<file path="src/rtl/datapath_sequencer.sv">
// Micro-sequencer that fetches instructions from a small program RAM and drives datapath controls.
// Optional single-step support is compiled in with SEQ_SINGLE_STEP_EN.
module datapath_sequencer #(
    parameter int PC_W    = 6,
    parameter int INSTR_W = 24
) (
    input  logic               clk,
    input  logic               rst,
    input  logic               start,
    input  logic               prog_we,
    input  logic [PC_W-1:0]    prog_addr,
    input  logic [INSTR_W-1:0] prog_wdata,
`ifdef SEQ_SINGLE_STEP_EN
    input  logic               step,
    input  logic               step_mode,
`endif
    input  logic               Flag,
    output logic [3:0]         Sel,
    output logic               Wen,
    output logic [3:0]         WA,
    output logic [3:0]         RAA,
    output logic [3:0]         RAB,
    output logic [2:0]         Op,
    output logic               busy,
    output logic               halted,
    output logic [PC_W-1:0]    pc
);

    localparam int DEPTH = 2 ** PC_W;
    localparam logic [PC_W-1:0] PC_ONE = 1;

    typedef enum logic [2:0] {
        ST_IDLE,
        ST_FETCH,
        ST_ISSUE,
        ST_BR_WAIT,
        ST_HALT
    } state_t;

    state_t state_reg, state_next;

    logic [PC_W-1:0]    pc_reg, pc_next;
    logic [3:0]         sel_reg, sel_next;
    logic [2:0]         op_reg, op_next;
    logic               wen_reg, wen_next;
    logic [3:0]         wa_reg, wa_next;
    logic [3:0]         raa_reg, raa_next;
    logic [3:0]         rab_reg, rab_next;
    logic [INSTR_W-1:0] ir_reg;
    logic               fetch_en;
    logic               prog_en;
    logic               step_ok;
    logic [PC_W-1:0]    target;

    logic [INSTR_W-1:0] mem [0:DEPTH-1];

`ifdef SEQ_SINGLE_STEP_EN
    assign step_ok = !step_mode || step;
`else
    assign step_ok = 1'b1;
`endif

    assign prog_en = prog_we && (state_reg == ST_IDLE || state_reg == ST_HALT);
    assign target  = ir_reg[PC_W-1:0];

    // Program RAM: write port only open while stopped, registered read feeds ir.
    always_ff @(posedge clk) begin
        if (prog_en) begin
            mem[prog_addr] <= prog_wdata;
        end
        if (fetch_en) begin
            ir_reg <= mem[pc_reg];
        end
    end

    always_ff @(posedge clk) begin
        if (rst) begin
            state_reg <= ST_IDLE;
            pc_reg    <= '0;
            sel_reg   <= '0;
            op_reg    <= '0;
            wen_reg   <= 1'b0;
            wa_reg    <= '0;
            raa_reg   <= '0;
            rab_reg   <= '0;
        end else begin
            state_reg <= state_next;
            pc_reg    <= pc_next;
            sel_reg   <= sel_next;
            op_reg    <= op_next;
            wen_reg   <= wen_next;
            wa_reg    <= wa_next;
            raa_reg   <= raa_next;
            rab_reg   <= rab_next;
        end
    end

    always_comb begin
        state_next = state_reg;
        pc_next    = pc_reg;
        sel_next   = sel_reg;
        op_next    = op_reg;
        wa_next    = wa_reg;
        raa_next   = raa_reg;
        rab_next   = rab_reg;
        wen_next   = 1'b0;
        fetch_en   = 1'b0;
        case (state_reg)
            ST_IDLE, ST_HALT: begin
                if (start) begin
                    pc_next    = '0;
                    state_next = ST_FETCH;
                end
            end
            ST_FETCH: begin
                if (step_ok) begin
                    fetch_en   = 1'b1;
                    state_next = ST_ISSUE;
                end
            end
            ST_ISSUE: begin
                case (ir_reg[23:22])
                    2'b00: begin
                        sel_next   = ir_reg[21:18];
                        op_next    = ir_reg[17:15];
                        wen_next   = ir_reg[14];
                        wa_next    = ir_reg[13:10];
                        raa_next   = ir_reg[9:6];
                        rab_next   = ir_reg[5:2];
                        pc_next    = pc_reg + PC_ONE;
                        state_next = ST_FETCH;
                    end
                    2'b01: begin
                        pc_next    = target;
                        state_next = ST_FETCH;
                    end
                    2'b10: state_next = ST_BR_WAIT;
                    default: state_next = ST_HALT;
                endcase
            end
            // Flag has had one full cycle to settle from the last issued op.
            ST_BR_WAIT: begin
                pc_next    = Flag ? target : pc_reg + PC_ONE;
                state_next = ST_FETCH;
            end
            default: state_next = ST_IDLE;
        endcase
    end

    assign Sel    = sel_reg;
    assign Op     = op_reg;
    assign Wen    = wen_reg;
    assign WA     = wa_reg;
    assign RAA    = raa_reg;
    assign RAB    = rab_reg;
    assign pc     = pc_reg;
    assign busy   = (state_reg == ST_FETCH) || (state_reg == ST_ISSUE) || (state_reg == ST_BR_WAIT);
    assign halted = (state_reg == ST_HALT);

endmodule

</file>
<file path="config.mk">
export PLATFORM = sky130hd
export DESIGN_NAME = datapath_sequencer
export DESIGN_NICKNAME = d
export VERILOG_FILES = /design/src/rtl/datapath_sequencer.sv
export SDC_FILE = /design/constraint.sdc
export NUM_CORES = 2
export LEC_CHECK = 0
export ABC_AREA = 0
export BUFFER_PORTS_ARGS = -buffer_cell sky130_fd_sc_hd__buf_2
export CAP_MARGIN = 10
export CORE_UTILIZATION = 55
export CTS_BUF_LIST = sky130_fd_sc_hd__clkbuf_8
export CTS_CLUSTER_SIZE = 24
export DETAILED_ROUTE_END_ITERATION = 6
export GPL_ROUTABILITY_DRIVEN = 0
export PLACE_DENSITY = 0.8
export SETUP_SLACK_MARGIN = 0.15
export SYNTH_ARGS = -nofsm -noshare
export SYNTH_HDL_FRONTEND = slang
export SYNTH_SLANG_ARGS = --single-unit
</file>
<file path="constraint.sdc">
create_clock -name clk -period 3.1 [get_ports clk]
set_input_delay 0.465 -clock clk [delete_from_list [all_inputs] [get_ports clk]]
set_output_delay 0.465 -clock clk [all_outputs]
set_load 0.01 [all_outputs]
</file>
==> reports/results.ini <==
[synth]
synth_ff_type = edfxtp_1
ys_seq_area_share_pct = 78.3
ys_warn_count = 0
synth.top_cells.by_area = edfxtp_1 (77%), mux4_2 (13%), mux2i_1 (2.4%)
synth_top_cell_by_area = edfxtp_1
synth.top_cells.by_count = edfxtp_1 (1560), mux4_2 (360), mux2i_1 (143), nor2_1 (100), clkbuf_1 (65)
async_flop_share_pct = 0
synth-edff-count = 1560
syn_area_um2 = 60600
synthCells = 2730
yosysMostFrequentCell = edfxtp_1
yosysTopAreaCellShare_pct = 77.3
synth_seq_cells = 1589
syn-mean-instance-area_um2 = 22.2
synth_cell_types = 43
synth_nets = 2766

[layout]
ff_latch_area_um2 = 47400
syn_to_final_growth_pct = 13.0
fin_util_pct = 62.8
final_area_um2 = 68500
multiInputGateArea_um2 = 12600
largest_reg_flops = 1536
drive_gt1_share_pct = 30.7
finalNonFillerCells = 4693
nFillCells = 6815
final_nets = 3118

[power]
netSwitchingFraction_pct = 21.8
pwr-share-clk_pct = 38.1
leakagePower_nw = 21.0
vdd_drop_max_mv = 0.379
p_seq_share_pct = 58.7
powerDensity_nw_per_um2 = 591
switchingPower_w = 0.00885
intPower_w = 0.0316
p_comb_share_pct = 3.3

[detailed_routing]
finalWirelength_mm = 151
first_iter_violations = 4618
routed-via-count = 30748
drtPass1Iterations = 5
ant_nets = 0
wire_per_inst_um = 32.2
via_per_inst = 6.55
route.detailed.drc = 0

[global_route]
grt_use_total_pct = 27.4
grt_pass1_vias = 31079
grt_max_degree = 81
grt_overflow = 0
antenna_found_initial = 15
grt_pass1_wl_mm = 216

[clocking]
root_buffer = clkbuf_8
cts.clk_slew.worst_paths_ns = 0.06
cts_buffers = 230
clk_path_buf_depth = 3
cts_tree = built
htree_levels = 4
cts_sinks = 1589
clock_latency_ns = 0.94

[die]
fp.dieH_um = 334
ios = 63
initial_core_util_pct = 55.6
core_um2 = 109000
die-area_um2 = 112000
rows = 121
die_w_um = 334

[run]
drv_cap = 0

[worst_hold_path]
hold_path_class = in -> reg

[placed_design]
dp_hpwl_mm = 88.5
port_buffers = 62
placedCellCount = 4258
placed_area_um2 = 64000

[outcome]
status = completed

[sta]
holdWs_ns = 0.0488
worst_pin_slew_ns = 1.26
skew_ns = 0.0753
fin_crit_ns = 2.92
setup_violations = 0
rsz0062_at_grt = false
slew-limit-headroom_pct = 15.8
setup_tns_ns = 0
period_share_pct = 94.1
drv_slew = 0
timing.fmax_mhz = 343
hold_viol = 0

[critical_path]
required_ns = 3.72
end_kind = register
critPathKind = reg -> reg
crit_arrival_ns = 3.54
start_kind = register
path_max_fanout = 48

==> metrics by stage <==
step,worst slack [ns],power (W)
finish,0.183,0.0405
floorplan,0.379,0.0247
global route,0.152,0.0416
global placement,-0.355,0.0254
detailed placement,-0.162,0.0255
CTS,0.154,0.0406
==> repair_timing <==
| action | in CTS | in global routing |
|---|---|---|
| buffers inserted | 0 | 1 |
| endpoints found under the hold margin | 46 | 0 |
| gates resized for setup | 9 | 7 |
| endpoints found under the setup margin | 7 | 9 |
| hold buffers | 4 | 0 |
| pin swaps | 0 | 0 |
| gates cloned | 0 | 0 |
==> metal layers <==
| metal | routed length [um] | GRT usage, % |
|---|---|---|
| met2 | 71800 | 42.1 |
| met4 | 7900 | 14.3 |
| met1 | 52600 | 36.9 |
| met5 | 55 | 0 |
| met3 | 19000 | 6.77 |
==> kinds of logic (layout without fill, tap and decap cells) <==
logic type / Yosys count / after routing / synth area share [%]
buf+inv: 162 / 700 / 1.30
mux: 507 / 507 / 15.8
simple gates: 217 / 217 / 1.64
xor+xnor: 1 / 1 / 0.0145
flops: 1589 / 1589 / 78.3
other cells: 0 / 11 / 0
fa+ha+maj: 1 / 1 / 0.0206
compound gates: 253 / 253 / 2.96
==> area by class of cell <==
cell class	instances	share of cell area, %
Sequential cell	1589	69.3
Antenna cell	11	0.0402
Tap cell	1414	2.58
Inverter	2	0.0110
Multi-Input combinational cell	979	18.5
Clock inverter	184	1.51
Clock buffer	234	4.70
Timing Repair Buffer	280	3.38
==> path summary, 6_finish.rpt <==
check | from | end | slack [ns] | depth (start not counted)
setup / recovery | pc[0] | ir_reg[8] | 0.18 | 5
hold reg to reg | WA[2] | WA[2] | 0.47 | 2
setup reg to reg | pc[0] | ir_reg[8] | 0.18 | 5
hold / removal | prog_wdata[13] | mem[1][13] | 0.05 | 2
==> power groups by stage <==
| stage | clock (W) | sequential [W] | combinational [W] |
|---|---|---|---|
| final | 0.0154 | 0.0238 | 0.00133 |
| after global routing | 0.0165 | 0.0237 | 0.00138 |
| after CTS | 0.0156 | 0.0238 | 0.00131 |
| after detailed placement | 0 | 0.0242 | 0.00129 |
| after global placement | 0 | 0.0242 | 0.00123 |
| after floorplan | 0 | 0.0242 | 0.000579 |
==> cells in the final DEF, fill, tap and decap left out, types with 5 or more instances in the layout <==
cell	Yosys	layout
edfxtp_1	1560	1560
mux4_2	360	360
clkbuf_8	0	234
buf_4	14	184
mux2i_1	143	141
inv_1	2	84
nor2_2	0	64
clkinv_1	0	62
buf_2	64	62
nand2_1	52	52
a22oi_1	48	48
a211oi_1	48	44
nor2_1	100	36
nor2b_1	33	30
a21oi_1	27	27
buf_12	0	26
o221ai_1	24	24
o22ai_1	24	24
o31ai_1	24	24
dfxtp_1	29	23
a311oi_1	23	22
clkinv_2	0	19
o21ai_1	24	18
diode_2	0	11
nand3_1	6	6
o21ai_2	0	6
nand3b_1	5	5
bufinv_16	0	5
inv_12	0	5
dfxtp_4	0	5
==> worst max-delay path: stages (launching register included) <==
cell and delay, ns:
dfxtp_4 0.56, buf_16 0.34, mux4_2 0.56, mux4_2 0.54
o21ai_1 0.35, o31ai_1 0.20
Power figures use the tool's default switching activity.
